### src/rtl/rf_param_if.sv
// Decode/writeback bus for rf_param: clear request, ready flag, one write port
// and two combinational read ports.
interface rf_param_if #(
    parameter int unsigned DATA_W = 32,
    parameter int unsigned ADDR_W = 5
);
    logic              clr;
    logic              ready;
    logic              RegWrite;
    logic [ADDR_W-1:0] ra;
    logic [ADDR_W-1:0] rb;
    logic [ADDR_W-1:0] rc;
    logic [DATA_W-1:0] dc;
    logic [DATA_W-1:0] da;
    logic [DATA_W-1:0] db;

    modport master (
        output clr, RegWrite, ra, rb, rc, dc,
        input  ready, da, db
    );

    modport slave (
        input  clr, RegWrite, ra, rb, rc, dc,
        output ready, da, db
    );
endinterface

### src/rtl/rf_param.sv
// Parametrised 2R/1W register file with a hardware clear sweep after reset or clr.
// Optional same-cycle write-to-read bypass when RF_BYPASS_EN is defined.
module rf_param #(
    parameter int unsigned DATA_W   = 32,
    parameter int unsigned ADDR_W   = 5,
    parameter bit          ZERO_REG = 1'b1
) (
    input  logic      clk,
    input  logic      rst_n,
    rf_param_if.slave bus
);

    localparam int unsigned NREG = 2**ADDR_W;

    typedef enum logic {INIT, RUN} state_t;

    state_t            state_q, state_d;
    logic [ADDR_W-1:0] ptr_q, ptr_d;
    logic              ready_q;
    logic              wr_en_c;
    logic [DATA_W-1:0] mem [NREG];

    // State, clear pointer and ready flag
    always_ff @(posedge clk or negedge rst_n) begin
        if (!rst_n) begin
            state_q <= INIT;
            ptr_q   <= '0;
            ready_q <= 1'b0;
        end else begin
            state_q <= state_d;
            ptr_q   <= ptr_d;
            ready_q <= (state_d == RUN);
        end
    end

    // Next state: sweep ends on the last index, clr always restarts the sweep
    always_comb begin
        state_d = state_q;
        ptr_d   = ptr_q;
        case (state_q)
            INIT: begin
                ptr_d = ptr_q + ADDR_W'(1);
                if (ptr_q == '1) state_d = RUN;
            end
            RUN: begin
                state_d = RUN;
            end
        endcase
        if (bus.clr) begin
            state_d = INIT;
            ptr_d   = '0;
        end
    end

    assign wr_en_c = (state_q == RUN) && bus.RegWrite && !bus.clr &&
                     !(ZERO_REG && (bus.rc == '0));

    // Array: the sweep owns the write port during INIT
    always_ff @(posedge clk) begin
        if (state_q == INIT) begin
            mem[ptr_q] <= '0;
        end else if (wr_en_c) begin
            mem[bus.rc] <= bus.dc;
        end
    end

    function automatic logic [DATA_W-1:0] rd_port(input logic [ADDR_W-1:0] a);
        logic byp;
`ifdef RF_BYPASS_EN
        byp = wr_en_c && (a == bus.rc);
`else
        byp = 1'b0;
`endif
        if (state_q != RUN)                 rd_port = '0;
        else if (ZERO_REG && (a == '0))     rd_port = '0;
        else if (byp)                       rd_port = bus.dc;
        else                                rd_port = mem[a];
    endfunction

    always_comb begin
        bus.da = rd_port(bus.ra);
        bus.db = rd_port(bus.rb);
    end

    assign bus.ready = ready_q;

endmodule

### src/flat_wrapper.sv
// flat-port wrapper written by rule: the top's interface ports become plain ports
module rf_param_flat 
#(
    parameter int unsigned DATA_W   = 32,
    parameter int unsigned ADDR_W   = 5,
    parameter bit          ZERO_REG = 1'b1
)
  (clk, rst_n, bus_clr, bus_RegWrite, bus_ra, bus_rb, bus_rc, bus_dc, bus_ready, bus_da, bus_db);
  rf_param_if #(.DATA_W(DATA_W), .ADDR_W(ADDR_W)) bus_i ();
  input  logic clk;
  input  logic rst_n;
  input wire logic [$bits(bus_i.clr)-1:0] bus_clr;
  input wire logic [$bits(bus_i.RegWrite)-1:0] bus_RegWrite;
  input wire logic [$bits(bus_i.ra)-1:0] bus_ra;
  input wire logic [$bits(bus_i.rb)-1:0] bus_rb;
  input wire logic [$bits(bus_i.rc)-1:0] bus_rc;
  input wire logic [$bits(bus_i.dc)-1:0] bus_dc;
  output wire logic [$bits(bus_i.ready)-1:0] bus_ready;
  output wire logic [$bits(bus_i.da)-1:0] bus_da;
  output wire logic [$bits(bus_i.db)-1:0] bus_db;
  assign bus_i.clr = bus_clr;
  assign bus_i.RegWrite = bus_RegWrite;
  assign bus_i.ra = bus_ra;
  assign bus_i.rb = bus_rb;
  assign bus_i.rc = bus_rc;
  assign bus_i.dc = bus_dc;
  assign bus_ready = bus_i.ready;
  assign bus_da = bus_i.da;
  assign bus_db = bus_i.db;
  rf_param #(.DATA_W(DATA_W), .ADDR_W(ADDR_W), .ZERO_REG(ZERO_REG)) u_core (.clk(clk), .rst_n(rst_n), .bus(bus_i));
endmodule
### config.mk
export PLATFORM = sky130hd
export DESIGN_NAME = rf_param_flat
export DESIGN_NICKNAME = d
export VERILOG_FILES = /design/src/rtl/rf_param_if.sv /design/src/rtl/rf_param.sv /design/src/flat_wrapper.sv
export SDC_FILE = /design/constraint.sdc
export NUM_CORES = 1
export LEC_CHECK = 0
export BUFFER_PORTS_ARGS = -buffer_cell sky130_fd_sc_hd__clkbuf_2
export CAP_MARGIN = 20
export CORE_MARGIN = 2
export CORE_UTILIZATION = 50
export DETAILED_ROUTE_END_ITERATION = 8
export GPL_TIMING_DRIVEN = 0
export PLACE_DENSITY_LB_ADDON = 0.15
export SLEW_MARGIN = 5
export SYNTH_ARGS = -nofsm -noshare
export SYNTH_HDL_FRONTEND = slang
export SYNTH_SLANG_ARGS = --single-unit
### constraint.sdc
create_clock -name clk -period 5.6 [get_ports clk]
set_clock_uncertainty 0.15 [all_clocks]
set_input_delay 0.56 -clock clk [delete_from_list [all_inputs] [get_ports clk]]
set_output_delay 0.56 -clock clk [all_outputs]
set_load 0.005 [all_outputs]
==> results_dict.tcl <==
set metrics [dict create \
    layout_min_cycle_time_ns 4.54 \
    tightest_slew_ns 1.22 \
    initial_core_util_pct 50.4 \
    remaining_drc_errors 0 \
    io_pins 116 \
    worst-setup-path-type "flop to primary output" \
    die-height_um 310 \
    r2r-start "u_core.state_q$_DFF_PN0_" \
    hpwl_mm 114 \
    wirelength_mm 165 \
    layout_common_cells "992 x edfxtp_1, 579 x mux2i_1, 193 x a22oi_1" \
    synth_edf_count 992 \
    avgSynthCellArea_um2 16.3 \
    critPathRequiredTime_ns 4.89 \
    ff2ff_setup_slack_ns 2.02 \
    first_global_vias 31449 \
    final_util_pct 57.9 \
    cp_top_family "simple AND/OR/NAND/NOR gates" \
    crit_chain "buf_4, nand2_1, nor3_1, clkbuf_1, nand2_1, nand4_1, clkbuf_2" \
    syn_inst 2872 \
    layout_commonest_cell "edfxtp_1" \
    dieArea_um2 96200 \
    cp_slowest_cell "clkbuf_1" \
    port_buffers 114 \
    cp.depth 7 \
    crit_top_cell "nand2_1" \
    antenna_left 0 \
    grt_overflow 0 \
    drt_pass1_iterations 6 \
    grt_util_all_layers_pct 34.1 \
    wl_per_cell_um 36.8 \
    slowest_delay_ns 0.81 \
    coreArea_um2 93000 \
    vdd_drop_max_mv 0.264 \
    path_buf_inv 3 \
    setup_violations 0 \
    insertion_delay_ns 0.68 \
    ys_seq_area_share_pct 63.9 \
    crit_start "u_core.state_q$_DFF_PN0_" \
    final.period_utilization_pct 81.2 \
    clockBufferDepth 3 \
    startpoint_type "flop" \
    worst_slack_ns 1.06 \
    cellPowerDensity_nw_per_um2 295 \
    drive_gt1_share_pct 23.0 \
    cts_buffers 103 \
    synth_nets 2925 \
    slew_viol_final 0 \
    vias 31618 \
    gp_congestion 0.938 \
    viasPerCell 7.03 \
    dp_slack_ns 1.65 \
    syn_area_um2 46900 \
    synthArstFlopShare_pct 0.601 \
    endpoint_kind "primary output" \
    dpl.cell_count 4282 \
    final-hold-violation-count 0 \
    status "complete, no violations" \
    yosys.cell_types.count 55 \
    synth-seq-cells 998 \
    rsz0062_at_grt "false" \
    cts_max_level 3 \
    cts_tree "done" \
    drt_iter0_drc 4718 \
    nets 3210 \
    antenna_found_initial 4 \
    rows 112 \
    cap_viol_max_count 0 \
    dieWidth_um 310 \
    cts_resized 0 \
    grt_max_degree 32 \
    reg2reg_to "u_core.mem[22][4]$_DFFE_PP_" \
    clk_pin_slew_worst_paths_ns 0.06 \
    p_leak_nw 17.6 \
    layout.cells.non_filler 4496 \
    ys.flop_type "edfxtp_1" \
    endpoint "bus_db[12]" \
    clock-sinks 998 \
    area_growth_pct 14.9 \
    root_buffer "clkbuf_16" \
    power_mw 15.9 \
    grt_pass1_wl_mm 228 \
    cp_data_arrival_time_ns 3.83 \
    whs_ns 0.0962 \
    ys_warn_count 0 \
    r2r_cells 5 \
    hold_path_class "input port to asynchronous set/reset pin" \
    fmax_ghz 0.220 \
    maxSlewHeadroom_pct 19.0 \
    path_max_fanout 10 \
]
==> area by class of cell <==
class,instances,area (µm²)
diodes,2,5.00
plain buffers,239,1270
clock buffers,126,2660
clock inverters,62,554
fillers,7219,39200
inverters,5,18.8
multi-input cells,1630,15900
flip-flops and latches,998,29900
well taps,1254,1570
repair buffers,180,1920
==> registers in the layout, indices dropped and copies added (netlist names) <==
signal,flops
u_core.ptr_q,5
u_core.mem,992
u_core.state_q,1
==> how the worst min path moves through the flow <==
stage                                       end  cells past startpoint  slack [ns]  startpoint
floorplan           u_core.ptr_q[0]$_DFFE_PN0P_                      0        0.11       rst_n
global placement    u_core.ptr_q[4]$_DFFE_PN0P_                      1        0.24       rst_n
CTS                 u_core.ptr_q[4]$_DFFE_PN0P_                      2        0.07       rst_n
global route        u_core.ptr_q[2]$_DFFE_PN0P_                      2        0.12       rst_n
finish              u_core.ptr_q[2]$_DFFE_PN0P_                      2         0.1       rst_n
detailed placement  u_core.ptr_q[4]$_DFFE_PN0P_                      1        0.25       rst_n
==> layer usage <==
metal | vias to the layer above | track usage [%] | share of wire (%)
li1 | 12503 | - | -
met1 | 16431 | 45.4 | 37
met2 | 2215 | 53.8 | 46
met3 | 465 | 7.79 | 11
met4 | 4 | 15.8 | 5.1
met5 | - | 0 | 0.011
==> Yosys cell counts (2+ instances only) <==
cell type    n  area share (%)
o21ai_0     56            0.60
a221oi_2    21            0.67
or3b_2       2           0.037
buf_2      116             1.2
ha_1         2           0.053
nor2_1      47            0.38
nand4_1     64            0.85
buf_4       36            0.58
nand4b_1     2           0.037
buf_6       13            0.31
and2_1      35            0.47
nand2_1    131             1.0
dfrtp_1      6            0.32
nor3_1       3           0.032
o22ai_1    192             2.6
a41oi_2      2           0.069
clkbuf_1    73            0.58
edfxtp_1   992              64
and2b_1      2           0.032
or3b_1       5           0.093
nand3b_1     5           0.080
a22oi_1    193             3.1
o21ai_1     10            0.11
o32ai_2      2           0.069
inv_1        5           0.040
and3_1       3           0.040
mux4_2     192             9.2
nor2b_1      7           0.093
mux2i_1    579              12
or2_2        2           0.027
nand3_1      3           0.032
a32oi_1      2           0.037
nand2b_1     5           0.067
a221oi_1    43            0.80
==> stage by stage <==
| stage | instance area [µm²] | setup TNS (ns) |
|---|---|---|
| floorplan | 46900 | 0 |
| global placement | 49000 | -133.40 |
| detailed placement | 50200 | 0 |
| CTS | 53400 | 0 |
| global route | 53800 | 0 |
| finish | 53800 | 0 |
==> timing repair <==
action | 4_1_cts | 5_1_grt
hold buffers | 2 | 0
buffers inserted | 0 | 0
hold endpoints to repair | 12 | 0
==> power breakdown <==
part / switching [mW] / leakage (nW) / total (mW) / internal [mW]
sequential: 0.0251 / 7.89 / 8.18 / 8.15
combinational: 0.636 / 8.12 / 0.985 / 0.349
clock: 2.97 / 1.57 / 6.72 / 3.75
total: 3.63 / 17.6 / 15.9 / 12.3
==> cells by family after synthesis <==
kind of cell             after synthesis  synth area share (%)
XOR/XNOR                               2                0.0374
AO/OA/AOI/OAI                        532                  8.22
adder cells (fa/ha/maj)                2                0.0534
flip-flops                           998                  63.9
buffers and inverters                244                  2.76
AND/OR/NAND/NOR                      323                  3.46
multiplexers                         771                  21.6
Power figures use the tool's default switching activity.
